==> config.mk <==
export PLATFORM = sky130hd
export DESIGN_NAME = cam_capture
export DESIGN_NICKNAME = d
export VERILOG_FILES = /design/src/rtl/cam_capture.sv
export SDC_FILE = /design/constraint.sdc
export NUM_CORES = 1
export LEC_CHECK = 0
export ABC_AREA = 1
export CORE_ASPECT_RATIO = 0.6
export CORE_MARGIN = 2
export CORE_UTILIZATION = 44
export DETAILED_ROUTE_END_ITERATION = 6
export GPL_ROUTABILITY_DRIVEN = 0
export PLACE_DENSITY = 0.61
export SLEW_MARGIN = 20
export SYNTH_ARGS = -nofsm -noshare
export SYNTH_HDL_FRONTEND = slang
export SYNTH_SLANG_ARGS = --single-unit
export TNS_END_PERCENT = 1
==> constraint.sdc <==
create_clock -name clk -period 3.7 [get_ports clk]
set_input_delay 0.74 -clock clk [delete_from_list [all_inputs] [get_ports clk]]
set_output_delay 0.74 -clock clk [all_outputs]
set_load 0.02 [all_outputs]
==> src/rtl/cam_capture.sv <==
// OV7670 YCbCr 4:2:2 capture: oversampled camera bus, 4-byte word packing,
// first-word-fall-through output FIFO with frame/line markers.
module cam_capture #(
  parameter int FRAME_WIDTH  = 640,
  parameter int FRAME_HEIGHT = 480,
  parameter int FIFO_DEPTH   = 8
) (
  input  logic        clk,
  input  logic        rst_n,
  input  logic        enable,
  input  logic        cam_pclk,
  input  logic        cam_vsync,
  input  logic        cam_href,
  input  logic [7:0]  cam_data,
  output logic        out_valid,
  input  logic        out_ready,
  output logic [31:0] out_data,
  output logic        out_sof,
  output logic        out_eol,
  output logic        frame_done,
  output logic        overflow,
  output logic [15:0] frame_count
);

  localparam int WPL = FRAME_WIDTH / 2;
  localparam int WCW = $clog2(WPL + 1);
  localparam int LCW = $clog2(FRAME_HEIGHT + 1);
  localparam int AW  = $clog2(FIFO_DEPTH);
  localparam int PW  = AW + 1;
  localparam logic [WCW-1:0] WPL_C  = WCW'(WPL);
  localparam logic [WCW-1:0] LAST_W = WCW'(WPL - 1);
  localparam logic [LCW-1:0] H_C    = LCW'(FRAME_HEIGHT);

  typedef enum logic [1:0] {WAIT_FRAME, ACTIVE, DROP} state_t;

  // camera bus synchronizers; the third stage only feeds edge detection
  logic       pclk_s1_q, pclk_s2_q, pclk_s3_q;
  logic       vs_s1_q, vs_s2_q, vs_s3_q;
  logic       hr_s1_q, hr_s2_q, hr_s3_q;
  logic [7:0] d_s1_q, d_s2_q;

  always_ff @(posedge clk or negedge rst_n) begin
    if (!rst_n) begin
      {pclk_s3_q, pclk_s2_q, pclk_s1_q} <= '0;
      {vs_s3_q, vs_s2_q, vs_s1_q}       <= '0;
      {hr_s3_q, hr_s2_q, hr_s1_q}       <= '0;
      d_s1_q <= '0;
      d_s2_q <= '0;
    end else begin
      {pclk_s3_q, pclk_s2_q, pclk_s1_q} <= {pclk_s2_q, pclk_s1_q, cam_pclk};
      {vs_s3_q, vs_s2_q, vs_s1_q}       <= {vs_s2_q, vs_s1_q, cam_vsync};
      {hr_s3_q, hr_s2_q, hr_s1_q}       <= {hr_s2_q, hr_s1_q, cam_href};
      d_s1_q <= cam_data;
      d_s2_q <= d_s1_q;
    end
  end

  logic strobe, vs_rise, vs_fall, hr_rise, hr_fall;
  assign strobe  = pclk_s2_q & ~pclk_s3_q;
  assign vs_rise = vs_s2_q & ~vs_s3_q;
  assign vs_fall = ~vs_s2_q & vs_s3_q;
  assign hr_rise = hr_s2_q & ~hr_s3_q;
  assign hr_fall = ~hr_s2_q & hr_s3_q;

  state_t          state_q, state_d;
  logic [1:0]      byte_idx_q, byte_idx_d, idx_eff;
  logic [7:0]      lane0_q, lane0_d, lane1_q, lane1_d, lane2_q, lane2_d;
  logic [WCW-1:0]  word_cnt_q, word_cnt_d;
  logic [LCW-1:0]  line_cnt_q, line_cnt_d;
  logic            sof_arm_q, sof_arm_d;
  logic            push_q, push_d, push_sof_q, push_sof_d, push_eol_q, push_eol_d;
  logic [31:0]     push_word_q, push_word_d;
  logic            overflow_q, overflow_d, frame_done_q, frame_done_d;
  logic [15:0]     frame_cnt_q, frame_cnt_d;
  logic [PW-1:0]   wr_ptr_q, wr_ptr_d, rd_ptr_q, rd_ptr_d;
  logic [33:0]     fifo_mem_q [FIFO_DEPTH];
  logic            fifo_empty, fifo_full, full_block, push_en, pop, flush;
  logic [33:0]     head;

  assign fifo_empty = (wr_ptr_q == rd_ptr_q);
  assign fifo_full  = (wr_ptr_q[AW] != rd_ptr_q[AW]) &&
                      (wr_ptr_q[AW-1:0] == rd_ptr_q[AW-1:0]);
  assign pop        = ~fifo_empty & out_ready;
  // a pop in the same cycle frees the slot the push needs
  assign full_block = fifo_full & ~out_ready;
  assign push_en    = push_q & ~full_block & enable;

  always_comb begin
    state_d      = state_q;
    byte_idx_d   = byte_idx_q;
    lane0_d      = lane0_q;
    lane1_d      = lane1_q;
    lane2_d      = lane2_q;
    word_cnt_d   = word_cnt_q;
    line_cnt_d   = line_cnt_q;
    sof_arm_d    = sof_arm_q;
    push_d       = 1'b0;
    push_sof_d   = push_sof_q;
    push_eol_d   = push_eol_q;
    push_word_d  = push_word_q;
    overflow_d   = overflow_q;
    frame_done_d = 1'b0;
    frame_cnt_d  = frame_cnt_q;
    flush        = 1'b0;
    idx_eff      = hr_rise ? 2'd0 : byte_idx_q;

    if (!enable) begin
      state_d    = WAIT_FRAME;
      byte_idx_d = '0;
      word_cnt_d = '0;
      line_cnt_d = '0;
      sof_arm_d  = 1'b0;
      overflow_d = 1'b0;
      flush      = 1'b1;
    end else begin
      if (push_q && full_block) overflow_d = 1'b1;
      case (state_q)
        WAIT_FRAME: begin
          if (vs_fall) begin
            state_d    = ACTIVE;
            byte_idx_d = '0;
            word_cnt_d = '0;
            line_cnt_d = '0;
            sof_arm_d  = 1'b1;
          end
        end
        ACTIVE: begin
          if (vs_rise) begin
            frame_done_d = 1'b1;
            frame_cnt_d  = frame_cnt_q + 16'd1;
            state_d      = WAIT_FRAME;
          end else if (push_q && full_block) begin
            state_d = DROP;
          end else begin
            if (hr_rise || hr_fall) byte_idx_d = '0;
            if (hr_fall && word_cnt_q != '0) begin
              word_cnt_d = '0;
              if (line_cnt_q < H_C) line_cnt_d = line_cnt_q + LCW'(1);
            end
            if (strobe && hr_s2_q) begin
              byte_idx_d = idx_eff + 2'd1;
              case (idx_eff)
                2'd0: lane0_d = d_s2_q;
                2'd1: lane1_d = d_s2_q;
                2'd2: lane2_d = d_s2_q;
                default: begin
                  if (word_cnt_q < WPL_C && line_cnt_q < H_C) begin
                    push_d      = 1'b1;
                    push_word_d = {d_s2_q, lane2_q, lane1_q, lane0_q};
                    push_sof_d  = sof_arm_q;
                    push_eol_d  = (word_cnt_q == LAST_W);
                    sof_arm_d   = 1'b0;
                    word_cnt_d  = word_cnt_q + WCW'(1);
                  end
                end
              endcase
            end
          end
        end
        DROP: begin
          if (vs_rise) begin
            frame_done_d = 1'b1;
            frame_cnt_d  = frame_cnt_q + 16'd1;
            state_d      = WAIT_FRAME;
          end
        end
        default: state_d = WAIT_FRAME;
      endcase
    end

    wr_ptr_d = flush ? '0 : wr_ptr_q + PW'(push_en);
    rd_ptr_d = flush ? '0 : rd_ptr_q + PW'(pop);
  end

  always_ff @(posedge clk or negedge rst_n) begin
    if (!rst_n) begin
      state_q      <= WAIT_FRAME;
      byte_idx_q   <= '0;
      lane0_q      <= '0;
      lane1_q      <= '0;
      lane2_q      <= '0;
      word_cnt_q   <= '0;
      line_cnt_q   <= '0;
      sof_arm_q    <= 1'b0;
      push_q       <= 1'b0;
      push_sof_q   <= 1'b0;
      push_eol_q   <= 1'b0;
      push_word_q  <= '0;
      overflow_q   <= 1'b0;
      frame_done_q <= 1'b0;
      frame_cnt_q  <= '0;
      wr_ptr_q     <= '0;
      rd_ptr_q     <= '0;
    end else begin
      state_q      <= state_d;
      byte_idx_q   <= byte_idx_d;
      lane0_q      <= lane0_d;
      lane1_q      <= lane1_d;
      lane2_q      <= lane2_d;
      word_cnt_q   <= word_cnt_d;
      line_cnt_q   <= line_cnt_d;
      sof_arm_q    <= sof_arm_d;
      push_q       <= push_d;
      push_sof_q   <= push_sof_d;
      push_eol_q   <= push_eol_d;
      push_word_q  <= push_word_d;
      overflow_q   <= overflow_d;
      frame_done_q <= frame_done_d;
      frame_cnt_q  <= frame_cnt_d;
      wr_ptr_q     <= wr_ptr_d;
      rd_ptr_q     <= rd_ptr_d;
    end
  end

  always_ff @(posedge clk) begin
    if (push_en) fifo_mem_q[wr_ptr_q[AW-1:0]] <= {push_sof_q, push_eol_q, push_word_q};
  end

  // head fields read as zero whenever nothing is offered
  assign head        = fifo_mem_q[rd_ptr_q[AW-1:0]];
  assign out_valid   = ~fifo_empty;
  assign out_data    = out_valid ? head[31:0] : '0;
  assign out_eol     = out_valid & head[32];
  assign out_sof     = out_valid & head[33];
  assign frame_done  = frame_done_q;
  assign overflow    = overflow_q;
  assign frame_count = frame_cnt_q;

endmodule
# [Word level (Yosys, flattened, before mapping)]
# Memory sizes are Yosys's and may differ from the RTL's.
# Index checks and enable logic that the tools add are counted.
# W data, S select, Z words.
[op_classes] n_addsub=6 order_cmp=2 eq_ne=21 muxes=54 bitwise_logic=22 n_reduce_logical=21
[ops] operator="$mux W9" n=13
[ops] operator="$pmux W9 S2" n=2
[ops] operator="$mux W32" n=1
[ops] operator="$ne A3 B3 Y1 const B" n=9
[ops] operator="$mux W2" n=12
[ops] operator="$reduce_and A6 Y1" n=4
[ops] operator="$mux W1" n=21
[ops] operator="$add A9 B1 Y9 const B" n=2
[ops] operator="$lt A9 B9 Y1 const B" n=2
[ops] operator="$add A16 B1 Y16 const B" n=1
[ops] operator="$reduce_and A7 Y1" n=2
[ops] operator="$and A1 B1 Y1" n=11
[ops] operator="$not A1 Y1" n=11
[ops] operator="$eq A9 B9 Y1 const B" n=1
[ops] operator="$reduce_bool A9 Y1" n=1
[ops] operator="$add A4 B1 Y4" n=2
[ops] operator="$mux W4" n=2
[ops] operator="$ne A4 B4 Y1 const B" n=2
[ops] operator="$pmux W2 S3" n=1
[ops] operator="$reduce_and A3 Y1" n=2
[ops] operator="$logic_and A1 B1 Y1" n=5
[ops] operator="$reduce_and A5 Y1" n=1
[ops] operator="$eq A2 B1 Y1 const B" n=2
[ops] operator="$eq A2 B2 Y1 const B" n=2
[ops] operator="other kinds (13)" n=14
[word_totals] regBits=133 ramBits=272 inputBits=15 out_inout_bits=53 elab_cells=155 mem_count=1
[mem_list] name="fifo_mem_q" depth=8 word_bits=34 rd=1 rd_ports_with_merged_regs=0 write_ports=1 line_no="76" source="logic [33:0] fifo_mem_q [FIFO_DEPTH];"

# [Logic depth before layout (Yosys ltp)]
[logic_depth] depth_word=11 depth_mapped=15 ltp_nobuf=15

# [Worst setup path before layout]
# Ideal clock, no wire load.
[synth_timing] path_type="input-to-reg" from="input port enable" to="memory fifo_mem_q[0][0], enable pin" setup_time_ps=425 arrival_time_ps=2662 setup_slack_ps=613 stages=5 cell_sequence="buf_4 -> nand2_1 -> nor2_1 -> nand2_1 -> nor2_1"
[synth_between] elab_chain_len=3
[synth_rtl] item="from (decl)" line_no="10" source="input logic enable,"
[synth_rtl] item="$and A1 B1 Y1" line_no="86" source="assign push_en = push_q & ~full_block & enable;"
[synth_rtl] item="$mux W1" line_no="216" source="if (push_en) fifo_mem_q[wr_ptr_q[AW-1:0]] <= {push_sof_q, push_eol_q, push_word_q};"
[synth_rtl] item="$mux W1 (implied by the code)" line_no="216"
[synth_rtl] item="to (decl)" line_no="76"
# No other way between the ends.

# [Final worst setup path]
[layout_timing] from="register rd_ptr_q[1]" to="output port out_data[26]"
[layout_between] elab_chain_len=2 word_cells_on_any_way=3 classes_between="1 x eq/ne; 1 x mux; 1 x memory"
[layout_rtl] item="from (decl)" line_no="75" source="logic [PW-1:0] wr_ptr_q, wr_ptr_d, rd_ptr_q, rd_ptr_d;"
[layout_rtl] item="from (signal assigned)" line_no="211" source="rd_ptr_q <= rd_ptr_d;"
[layout_rtl] item="$mem_v2 Z8 W34 or $eq A4 B4 Y1 (tied branches)"
[layout_rtl] item="$mux W32 (*)" line_no="222" source="assign out_data = out_valid ? head[31:0] : '0;"
[layout_rtl] item="to (decl)" line_no="17" source="output logic [31:0] out_data,"
# Mark *: on every way between the ends. The rest lies on a longest branch, timed or not.

==> metrics.md <==
| Metric | Value |
|---|---|
| Antenna violations before repair | `0` |
| Hold_ws | `0.219 ns` |
| GRT Util Overall | `0.202` |
| Post-Syn Area per Cell | `roughly 11 um2` |
| Crit-path max FO | `33` |
| VDD IR max | `around 0.32 mV` |
| GRT overflow | `0` |
| Hold Crit Class | `input port to async pin` |
| Ranking of synthesized cells by area | `edfxtp_1 49%, dfrtp_1 20%, nand2_1 6.4%` |
| Net switching power | `2.05 mW` |
| DR vias/cell | `just over 5` |
| Cell Chain, Critical Path | `inv_4, buf_4, o21ai_0, o22ai_1, o21ai_1, a31oi_1, clkdlybuf4s50_1` |
| Setup Crit Path Kind | `register to output port` |
| Crit path DAT | `about 2.8 ns` |
| Clk_lat worst skew | `0.53 ns` |
| Worst r2r path cells | `13` |
| Routed Wire Length | `about 39000 um` |
| Router iterations before antenna repair | `5` |
| Slew HR | `0.549` |
| Number of diodes | `0` |
| Synth cell types | `40` |
| CTS tree | `done` |
| CTS Sinks | `a little over 400` |
| Total setup buffers inserted after CTS | `0` |
| Synth top area share | `0.493` |
| Ys flop type | `edfxtp_1` |
| Htree depth | `2` |
| P_int | `7.32 mW` |
| Reg clk slew, reported paths | `around 0.07 ns` |
| Number of synthesized flops with an enable pin | `272` |
| Combinational share of power | `0.048` |
| Worst endpoint required time | `~3.0 ns` |
| DR WL/cell | `between 15 and 20 um` |
| Post-route clock period utilization | `0.960` |
| Vias in the first global route | `about 10000` |
| Endpoints failing setup | `0` |
| Total of flip-flops plus latches after synthesis | `roughly 410` |
| Initial Util | `0.443` |
| Final worst slack | `~0.15 ns` |
| CP max stage cell | `clkdlybuf4s50_1` |
| Final hold vios | `0` |
| Crit. End Element | `output port` |
| Max-cap violations | `0` |
| Mapped Area | `16600 um2` |
| Final net count | `1564` |
| Area of the multi-input gates | `~4500 um2` |
| Seq. cell area | `about 12000 um2` |
| Global-route wire length before repair | `between 60000 and 70000 um` |
| Unrepaired setup endpoints after global routing | `false` |
| Async S/R FF share, synth | `0.328` |
| Cts bufs inserted | `39` |
| P&R area growth vs syn | `16.4%` |
| Leak Pwr | `around 7.4 nW` |
| Die height | `154 um` |
| Worst Max-Slew Pin Slew | `between 0.6 and 0.7 ns` |
| Layout cells sized above 1 | `0.102` |
| Syn nets | `between 1000 and 1500` |
| Row cnt | `55` |
| Clk buf depth | `3` |
| DP Worst Slack | `0.630 ns` |
| Largest net degree at the start of global routing | `between 80 and 90` |
| Reg power frac | `0.530` |
| Root Buffer | `clkbuf_16` |
| Sequential fraction of the synthesis area | `0.694` |
| Setup TNS | `0 ns` |
| FILL cells | `~3200` |
| Die area | `just under 40000 um2` |
| Initial DRC count | `991` |
| Clk network pwr share | `0.422` |
| Io pins | `68` |
| Power Dens Cells | `between 400 and 500 nW/um2` |
| Max-slew violations | `0` |
| Startpoint types | `register` |
| Hpwl dp | `approximately 23000 um` |
| Synth area leader | `edfxtp_1` |
| Mapped Cells | `1456` |
| Tot Pwr | `between 9 and 10 mW` |
| CP max stage delay | `0.67 ns` |
| Via count | `10700` |
| Port bufs | `67` |
| Max frequency | `approximately 280 MHz` |
| Switching share of power | `0.219` |
| Status | `completed` |
| Final core occ | `0.516` |
| Yosys warnings | `0` |
| Total core area | `around 37000 um2` |
| DRC errors left | `0` |
| Post-layout min period | `between 3 and 4 ns` |
| Post-Route Skew | `between 0.015 and 0.02 ns` |
| Routed Antenna Nets | `0` |
| Width of the chip | `255 um` |
cells in the mapped netlist, types with 17 or more instances:
master / instances
nand4_1: 19
buf_2: 17
nand3_1: 23
a31oi_1: 34
o22ai_1: 34
dfrtp_1: 133
o21ai_0: 160
o21ai_1: 32
nand2_1: 282
clkbuf_1: 34
inv_1: 54
ha_1: 17
nor2_1: 240
edfxtp_1: 272
cell families after synthesis:
kind of cell    after synthesis  synth area share
compound gates              277            0.0922
xor+xnor                     18           0.00951
simple gates                610             0.156
fa+ha+maj                    17            0.0128
flops                       405             0.694
buf+inv                     129            0.0362
cell type report:
cell class,count,area share
Sequential cell,405,0.596
Clock inverter,13,0.00759
Multi-Input combinational cell,922,0.235
Tap cell,513,0.0333
Timing Repair Buffer,103,0.0585
Inverter,61,0.0124
Clock buffer,57,0.0572
power by group through the flow:
stage	registers [mW]	clock network, mW	logic [mW]
detailed placement	5.06	0	0.454
finish	4.97	3.95	0.449
floorplan	5.06	0	0.318
CTS	4.97	4.04	0.458
global placement	5.06	0	0.448
global route	4.98	4.23	0.506
metrics by stage:
step	std cells	cell area (um2)
global placement	2004	18000
finish	2074	19300
detailed placement	2004	18000
global route	2074	19300
CTS	2074	19300
floorplan	1456	16600
state kept, by name, indices dropped and copies added (netlist names), 2 cells and up:
name,cells
byte_idx_q,2
d_s1_q,8
d_s2_q,8
fifo_mem_q,272
frame_count,16
lane0_q,8
lane1_q,8
lane2_q,8
line_cnt_q,9
push_word_q,32
rd_ptr_q,4
state_q,2
word_cnt_q,9
wr_ptr_q,4
worst max-delay path, delay by kind of cell, from the launching register on:
kind | cells | cell delay [ns]
buffers and inverters | 3 | 1.13
DFF | 1 | 0.45
AOI/OAI and AO/OA | 4 | 0.67
layer usage:
metal / share of wire / up-vias / track usage
met5: 0 / - / 0
met4: 0.015 / 0 / 0.0432
met2: 0.42 / 277 / 0.282
met3: 0.059 / 46 / 0.0352
li1: - / 5163 / -
met1: 0.50 / 5247 / 0.327
cells in the final DEF, fill, tap and decap left out, types with 4 or more instances in the layout:
master and count:
o22ai_1 34, nor2_1 232, or2_2 4, clkbuf_8 6, nor2_4 15, nor2_2 4
xnor2_1 6, nand2_2 14, xor2_1 12, o21ai_0 160, nor3_1 4, clkbuf_16 39
edfxtp_1 272, inv_1 54, buf_12 14, inv_4 5, clkbuf_1 12, clkdlybuf4s50_1 63
a31oi_1 34, buf_4 21, nand4_1 19, nand3_1 23, ha_1 17, o21ai_2 10
nand2_1 282, o21ai_1 32, dfrtp_1 131
path summary, 6_finish.rpt:
path,to,start,slack [ns]
min in group clk,hr_s2_q$_DFF_PN0_,hr_s1_q$_DFF_PN0_,0.35
max in group asynchronous,push_word_q[4]$_DFFE_PN0P_,rst_n,2.67
hold reg to reg,hr_s2_q$_DFF_PN0_,hr_s1_q$_DFF_PN0_,0.35
setup / recovery,out_data[26],rd_ptr_q[1]$_DFF_PN0_,0.15
hold / removal,frame_count[6]$_DFFE_PN0P_,rst_n,0.22
setup reg to reg,push_sof_q$_DFFE_PN0P_,hr_s2_q$_DFF_PN0_,1.35
what timing repair did:
item / in CTS / in global routing
endpoints found under the setup margin: 0 / 6
gates resized for setup: 0 / 4
hold buffers: 0 / 0
Note: power is estimated with default switching activity, not from simulation.
